**config.mk**
```make
export PLATFORM = sky130hd
export DESIGN_NAME = snn_input_loader
export DESIGN_NICKNAME = d
export VERILOG_FILES = /design/src/rtl/snn_pkg.sv /design/src/rtl/ram_input_unit.sv /design/src/rtl/snn_input_loader.sv
export SDC_FILE = /design/constraint.sdc
export NUM_CORES = 1
export LEC_CHECK = 0
export ABC_AREA = 1
export CORE_UTILIZATION = 35
export DETAILED_ROUTE_END_ITERATION = 16
export MAX_ROUTING_LAYER = met4
export PLACE_DENSITY = 0.57
export RECOVER_POWER = 25
export SLEW_MARGIN = 20
export SYNTH_ARGS = -nofsm -noshare
export SYNTH_HDL_FRONTEND = slang
export SYNTH_SLANG_ARGS = --single-unit
```
**constraint.sdc**
```tcl
create_clock -name clk -period 3.4 [get_ports clk]
set_clock_uncertainty 0.05 [all_clocks]
set_input_delay 0.34 -clock clk [delete_from_list [all_inputs] [get_ports clk]]
set_output_delay 0.34 -clock clk [all_outputs]
set_load 0.01 [all_outputs]
```
**src/rtl/snn_pkg.sv**
```systemverilog
// Shared constants and types for the SNN datapath blocks.
package snn_pkg;

   localparam int NUM_PIXELS = 784;
   localparam int BYTE_W     = 8;
   localparam int NUM_BYTES  = NUM_PIXELS / BYTE_W;
   localparam int NUM_HIDDEN = 32;
   localparam int NUM_OUT    = 10;
   localparam int PIX_ADDR_W = 10;
   localparam int BYTE_ADDR_W = $clog2(NUM_BYTES);

   typedef enum logic [1:0] {
      LOAD,
      START,
      RUN
   } loader_state_t;

endpackage

```
**src/rtl/ram_input_unit.sv**
```systemverilog
// Input image store: one byte per entry, one write port and one registered read port.
// A read of an address being written in the same cycle returns the old contents.
module ram_input_unit
   import snn_pkg::*;
(
   input  logic                   clk,
   input  logic                   we,
   input  logic [BYTE_ADDR_W-1:0] waddr,
   input  logic [BYTE_W-1:0]      data,
   input  logic [BYTE_ADDR_W-1:0] raddr,
   output logic [BYTE_W-1:0]      q
);

   logic [BYTE_W-1:0] r_mem [NUM_BYTES];

   always_ff @(posedge clk) begin
      if (we) begin
         r_mem[waddr] <= data;
      end
      q <= r_mem[raddr];
   end

endmodule

```
**src/rtl/snn_input_loader.sv**
```systemverilog
// Collects a packed binary image from the UART, starts the SNN core, serves pixels
// to it, and hands the classified digit back toward the UART transmitter.
module snn_input_loader
   import snn_pkg::*;
(
   input  logic                  clk,
   input  logic                  rst_n,
   input  logic [BYTE_W-1:0]     rx_data,
   input  logic                  rx_rdy,
   input  logic [PIX_ADDR_W-1:0] addr_input_unit,
   input  logic                  core_done,
   input  logic [3:0]            core_digit,
   output logic                  start,
   output logic                  q_input,
   output logic [3:0]            result,
   output logic                  result_vld,
   output logic                  busy,
   output logic                  rx_ovr
);

   loader_state_t r_state;
   loader_state_t w_nextState;

   logic [BYTE_ADDR_W-1:0] r_byteCnt;
   logic [2:0]             r_bitSel;
   logic                   r_addrValid;

   logic                   w_ramWe;
   logic                   w_lastByte;
   logic                   w_addrValid;
   logic [BYTE_ADDR_W-1:0] w_ramRaddr;
   logic [BYTE_W-1:0]      w_ramQ;

   // Out-of-image addresses are steered to entry 0 and masked on the output side
   assign w_addrValid = (addr_input_unit < PIX_ADDR_W'(NUM_PIXELS));
   assign w_ramRaddr  = w_addrValid ? addr_input_unit[PIX_ADDR_W-1:3] : '0;
   assign w_ramWe     = (r_state == LOAD) && rx_rdy;
   assign w_lastByte  = (r_byteCnt == BYTE_ADDR_W'(NUM_BYTES - 1));

   ram_input_unit u_ram (
      .clk   (clk),
      .we    (w_ramWe),
      .waddr (r_byteCnt),
      .data  (rx_data),
      .raddr (w_ramRaddr),
      .q     (w_ramQ)
   );

   always_ff @(posedge clk) begin
      if (!rst_n) begin
         r_state <= LOAD;
      end else begin
         r_state <= w_nextState;
      end
   end

   always_comb begin
      w_nextState = r_state;
      case (r_state)
         LOAD:    if (rx_rdy && w_lastByte) w_nextState = START;
         START:   w_nextState = RUN;
         RUN:     if (core_done) w_nextState = LOAD;
         default: w_nextState = LOAD;
      endcase
   end

   always_comb begin
      start = 1'b0;
      busy  = 1'b0;
      case (r_state)
         START: begin
            start = 1'b1;
            busy  = 1'b1;
         end
         RUN:     busy = 1'b1;
         default: ;
      endcase
   end

   always_ff @(posedge clk) begin
      if (!rst_n) begin
         r_byteCnt   <= '0;
         result      <= '0;
         result_vld  <= 1'b0;
         rx_ovr      <= 1'b0;
         r_bitSel    <= '0;
         r_addrValid <= 1'b0;
      end else begin
         result_vld  <= 1'b0;
         rx_ovr      <= rx_rdy && (r_state != LOAD);
         r_bitSel    <= addr_input_unit[2:0];
         r_addrValid <= w_addrValid;
         if (w_ramWe) begin
            r_byteCnt <= w_lastByte ? '0 : r_byteCnt + 1'b1;
         end
         if ((r_state == RUN) && core_done) begin
            result     <= core_digit;
            result_vld <= 1'b1;
         end
      end
   end

   // Bit select lines up with the registered RAM word, so q_input lags the address by one cycle
   assign q_input = r_addrValid & w_ramQ[r_bitSel];

endmodule

```
## Yosys cells after proc, flatten, opt, wreduce, memory -nomap -nowiden

Memory sizes are Yosys's and may differ from the RTL's. A register that Yosys moved wholly into a read port is not among the register bits.
Cells that the tools add are included.
Widths: inputs -> output; s select.

| storage, ports and cells | value |
|---|---|
| logic and storage cells | 37 |
| bits in writable memories | 784 |
| output and inout port bits | 9 |
| register bits | 19 |
| memories kept | 1 |

Memories:

| name | depth | width | rd ports | clocked after Yosys merged registers in | wr ports | RTL line | RTL |
|---|---|---|---|---|---|---|---|
| u_ram.r_mem | 98 | 8 | 1 | 1 | 1 | ram_input_unit.sv:14 | `logic [BYTE_W-1:0] r_mem [NUM_BYTES];` |

| cells by class | value |
|---|---|
| equal/unequal tests | 5 |
| bitwise gates (word level) | 1 |
| multiplexer cells | 12 |
| order comparisons | 2 |
| add/subtract/negate cells | 1 |
| reductions and logical operators | 8 |

Operators by type and width:

| cell | count |
|---|---|
| $mux 7 | 2 |
| $lt 10x10->1 const B | 1 |
| $add 7x1->7 const B | 1 |
| $eq 7x7->1 const B | 1 |
| $mux 1 | 6 |
| $pmux 2 s3 | 1 |
| $logic_and 1x1->1 | 4 |
| $lt 3x4->1 const B | 1 |
| $mux 2 | 2 |
| $bmux 1 s3 | 1 |
| $eq 2x1->1 const B | 1 |
| $eq 2x2->1 const B | 1 |
| $logic_not 2->1 | 1 |
| $ne 2x1->1 const B | 1 |
| $ne 2x2->1 const B | 1 |
| $reduce_and 2->1 | 1 |
| $reduce_bool 2->1 | 1 |
| $reduce_or 2->1 | 1 |
| $and 1x1->1 | 1 |

## Depth between registers and ports, before layout

| logic depth | value |
|---|---|
| depth in word-level cells | 4 |
| gate-level depth with buffers | 18 |
| mapped depth without buffers | 15 |

## Modules after synthesis

A second synthesis with hierarchy kept.

| second synthesis, totals | value |
|---|---|
| cell total of the unflattened synthesis | 2,883 |
| area, all modules | 33,425.8 µm² |

By module, submodules not included:

| module | instances | seq. area each (µm²) | cells each | area an instance (µm²) |
|---|---|---|---|---|
| ram_input_unit | 1 | 23,702.7 | 2,738 | 32,446.1 |
| snn_input_loader | 1 | 380.4 | 145 | 979.7 |

## Worst setup path before layout

OpenSTA, ideal clock, no wires.

| timing path | value |
|---|---|
| path type | register to register |
| from | register r_byteCnt[1] |
| to | memory u_ram.r_mem[95][0], enable pin |
| path buffers | 1 |
| path slack | 1.035 ns |
| required time | 2.967 ns |
| arrival time | 1.931 ns |
| stages on the path, launching flop included | 10 |
| period minus slack after synthesis | 2.365 ns |
| cell sequence | dfxtp_1 > clkbuf_1 > nand2_1 > nor2_1 > inv_1 > nor2_1 > clkinv_1 > nor2_1 > nand2_1 > nor3_1 |

RTL lines:

| element | RTL line | RTL |
|---|---|---|
| start: declaration | snn_input_loader.sv:24 | `logic [BYTE_ADDR_W-1:0] r_byteCnt;` |
| start signal: assignment | snn_input_loader.sv:94 | `r_byteCnt <= w_lastByte ? '0 : r_byteCnt + 1'b1;` |
| end: declaration | ram_input_unit.sv:14 |  |

Straight into the memory's write port.

## Worst setup path after layout

| timing path | value |
|---|---|
| from | input port rx_data[0] |
| to | memory u_ram.r_mem[24][0] (data pin) |

RTL lines:

| element | RTL line | RTL |
|---|---|---|
| start: declaration | snn_input_loader.sv:8 | `input logic [BYTE_W-1:0] rx_data,` |

Straight into the memory's write port.

==> Implementation_results.wiki <==
{| class="wikitable"
! Metric !! Value
|-
| Per-instance average area after synthesis || 11.0 sq um
|-
| Layout Area Growth over Synthesis || 14.0%
|-
| Final-stage net count || 3329
|-
| Library cell used as clock root buffer || sky130_fd_sc_hd__clkbuf_16
|-
| Finished Core Util || 40.4%
|-
| Sort of element at the end of the critical path || flip-flop
|-
| Final Routed Wirelength || 97000 microns
|-
| Slew margin rel. || -110%
|-
| Pleak || 15.5 nW
|-
| CTS tree || done
|-
| Die extent in y || 321 microns
|-
| Switching fraction of total power || 24.4%
|-
| Post-CTS clock slew at the launch and capture registers of the worst setup and hold paths || 0.06 ns
|-
| Max IR drop VDD || 388 uV
|-
| Number of DRC violations after detailed routing || 0
|-
| Dominant cells by area after synthesis || sky130_fd_sc_hd__edfxtp_1 (66%), sky130_fd_sc_hd__nand3_1 (11%), sky130_fd_sc_hd__nand2_1 (5.0%)
|-
| Sequential share of power || 50.5%
|-
| Maximum number of pins on one net before global-route repair || 92
|-
| Source-to-sink clock delay at the later pin of the worst-skew pair || 0.65 ns
|-
| Area taken by flip-flops and latches || 24100 sq um
|-
| Syn Inst Count || 3246
|-
| Number of buffers inserted during clock tree synthesis || 82
|-
| Multi-input combinational cell area || 8940 sq um
|-
| Post-detailed-route count of antenna-violating nets || 0
|-
| Placement Rows || 116
|-
| Initial antenna violation count || 1
|-
| Starting density of the core || 35.5%
|-
| YS warnings || 0
|-
| Crit-path max FO || 74
|-
| Diodes inserted || 0
|-
| Detailed-placement wirelength estimate || 56800 microns
|-
| Number of max-cap violations || 7
|-
| Post-Syn Nets || 3277
|-
| Total Neg Setup Slack || 0 ns
|-
| Required time worst endpoint || 3.49 ns
|-
| Share of power burned in the clock network || 40.1%
|-
| Post-detailed-route via-to-cell ratio || 5.02
|-
| Initial DRC Count || 2373
|-
| Fill cell count || 9661
|-
| Post-CTS Hold Buffers || 0
|-
| Measured slew at the worst slew-check pin || 3.14 ns
|-
| Endpoints failing setup || 0
|-
| Power spent charging and discharging nets || 5.37 mW
|-
| Register area share after synthesis || 67.6%
|-
| Cell type group with the largest total delay on the critical path || buffers and inverters
|-
| Gp weighted congestion || 0.837
|-
| Netlist Area Pre-Place || 35600 sq um
|-
| Ports placed on the boundary || 35
|-
| Share of Yosys cell area claimed by the top area cell type || 66.1%
|-
| Mean routed wirelength per cell || 20.6 microns
|-
| DIE AREA || 103000 sq um
|-
| Total Routing Usage GR || 19.3%
|-
| TritonRoute pass-1 iters || 6
|-
| Vias after detailed routing || 23700
|-
| Final slew viol count || 392
|-
| Number of buffers between clock root and the deepest sink || 3
|-
| Port buffer count || 34
|-
| Final hold viol count || 0
|-
| Worst Path Buf+Inv || 2
|-
| Int Pwr || 16.7 mW
|-
| Via count of the first global-routing pass || 23100
|-
| Final worst path period need || 2.92 ns
|-
| Run status || finished with violations
|-
| Critical path type || input port to flip-flop
|-
| Die W || 321 microns
|-
| P per Cell Area || 542 nW/um^2
|-
| Core region area || 100000 sq um
|-
| CP max stage cell || sky130_fd_sc_hd__clkbuf_2
|-
| Global-route wire length before repair || 146000 microns
|-
| H-tree depth || 3
|-
| CTS sink cnt || 811
|-
| CP max stage delay || 1.61 ns
|-
| Critical-path cell list || clkbuf_1, clkbuf_2
|-
| Peak clock frequency supported by timing || 342 MHz
|-
| Unrepaired setup endpoints after global routing || false
|-
| Share of the clock period used by the worst path after layout || 85.9%
|-
| Part of the total power dissipated in combinational logic || 9.4%
|-
| Proportion of layout cells with a drive suffix above 1 || 9.07%
|-
| Overflow left after global routing || 0
|-
| Count of unique library cells instantiated by Yosys || 34
|-
| Post-CTS setup buffer count || 0
|-
| Data arrival time of the worst path || 3.01 ns
|-
| Top cell type by total area after synthesis || sky130_fd_sc_hd__edfxtp_1
|-
| Violated checks || max-capacitance violations, max-slew violations
|-
| Flops & latches, synth || 811
|-
| Worst min path class || input port to flip-flop
|-
| Worst Setup Start Kind || input port
|-
| Resize count post-CTS || 0
|}
final timing paths:
check                          start                  to  slack (ns)  depth (start not counted)
setup / recovery          rx_data[0]  u_ram.r_mem[24][0]        0.48                          2
hold / removal    addr_input_unit[0]         r_bitSel[0]        0.25                          3
setup reg to reg          r_state[1]  u_ram.r_mem[40][0]        0.68                          6
hold reg to reg            result[2]           result[2]        0.44                          2
cell families after synthesis:
family          share of synthesized area, %
buf+inv                                 7.38
compound gates                          1.21
simple gates                            23.5
xor+xnor                              0.0492
flops                                   67.6
fa+ha+maj                              0.176
mux                                   0.0281
power groups by stage:
stage	clock network, mW	registers, mW	logic, mW
2_1_floorplan	0	11.3	1.13
3_3_place_gp	0	11.3	2.06
3_5_place_dp	0	11.3	2.07
4_1_cts	8.99	11.1	2.08
5_1_grt	9.34	11.1	2.24
6_report	8.84	11.1	2.06
routing by layer:
layer	GRT usage, %	share of wire [%]	wire length [microns]
met1	26.0	44	42600
met5	-	0	0
met4	6.93	3.1	2960
met2	30.2	47	45700
met3	2.15	5.9	5750
final cells by class:
cell class / count / area share [%]
Sequential cell: 811 / 59.3
Inverter: 440 / 4.08
Clock inverter: 47 / 0.955
Multi-Input combinational cell: 1787 / 22.0
Clock buffer: 101 / 5.43
Tap cell: 1357 / 4.18
Timing Repair Buffer: 176 / 4.01
placed cells by master (no fill, tap or decap), types with 18 or more instances in the layout:
cell	instances
sky130_fd_sc_hd__nand3_1	764
sky130_fd_sc_hd__clkinv_1	18
sky130_fd_sc_hd__nor2_1	179
sky130_fd_sc_hd__buf_4	117
sky130_fd_sc_hd__or2_2	32
sky130_fd_sc_hd__o21ai_0	46
sky130_fd_sc_hd__clkdlybuf4s50_1	24
sky130_fd_sc_hd__clkbuf_1	21
sky130_fd_sc_hd__buf_12	22
sky130_fd_sc_hd__clkbuf_16	84
sky130_fd_sc_hd__edfxtp_1	784
sky130_fd_sc_hd__clkinv_2	20
sky130_fd_sc_hd__dfxtp_1	27
sky130_fd_sc_hd__inv_1	436
sky130_fd_sc_hd__nand2_1	476
sky130_fd_sc_hd__nand3b_1	236
through the flow:
stage               area (sq um)  power, mW  setup WS [ns]  hold slack [ns]  cells
finish                     40600       22.0          0.478            0.255   4719
detailed placement         38100       13.4         0.0673            0.430   4571
floorplan                  35600       12.4           1.04            0.388   3246
global placement           38100       13.4         0.0887            0.415   4571
CTS                        40700       22.2          0.688           0.0164   4719
global route               40600       22.7          0.281            0.251   4719
synth_stat cells:
library cell / count
sky130_fd_sc_hd__a21oi_1: 5
sky130_fd_sc_hd__buf_1: 8
sky130_fd_sc_hd__buf_2: 118
sky130_fd_sc_hd__buf_4: 9
sky130_fd_sc_hd__buf_6: 2
sky130_fd_sc_hd__clkbuf_1: 71
sky130_fd_sc_hd__clkinv_1: 1
sky130_fd_sc_hd__dfxtp_1: 27
sky130_fd_sc_hd__edfxtp_1: 784
sky130_fd_sc_hd__ha_1: 5
sky130_fd_sc_hd__inv_1: 437
sky130_fd_sc_hd__inv_2: 2
sky130_fd_sc_hd__mux2i_1: 1
sky130_fd_sc_hd__nand2_1: 478
sky130_fd_sc_hd__nand2_2: 2
sky130_fd_sc_hd__nand2_4: 3
sky130_fd_sc_hd__nand3_1: 764
sky130_fd_sc_hd__nand3b_1: 236
sky130_fd_sc_hd__nand4_1: 1
sky130_fd_sc_hd__nor2_1: 179
sky130_fd_sc_hd__nor2_2: 1
sky130_fd_sc_hd__nor3_1: 9
sky130_fd_sc_hd__nor3b_1: 1
sky130_fd_sc_hd__nor4_1: 1
sky130_fd_sc_hd__o2111ai_1: 8
sky130_fd_sc_hd__o211a_1: 1
sky130_fd_sc_hd__o211ai_1: 1
sky130_fd_sc_hd__o21a_1: 1
sky130_fd_sc_hd__o21ai_0: 46
sky130_fd_sc_hd__o21bai_1: 8
sky130_fd_sc_hd__o221a_2: 1
sky130_fd_sc_hd__o32ai_1: 1
sky130_fd_sc_hd__or2_2: 32
sky130_fd_sc_hd__xor2_1: 2
sequential cells by signal, summed over array words and instances (netlist names):
| register | cells |
|---|---|
| r_byteCnt | 7 |
| r_bitSel | 3 |
| r_state | 2 |
| rx_ovr | 1 |
| u_ram.q | 8 |
| result_vld | 1 |
| u_ram.r_mem | 784 |
| r_addrValid | 1 |
| result | 4 |
tightest hold or removal path: stages:
cell and delay, ns:
sky130_fd_sc_hd__clkdlybuf4s50_1 0.45, sky130_fd_sc_hd__nand2_1 0.08, sky130_fd_sc_hd__inv_1 0.03
No activity file was read; power rests on OpenSTA's default activity.
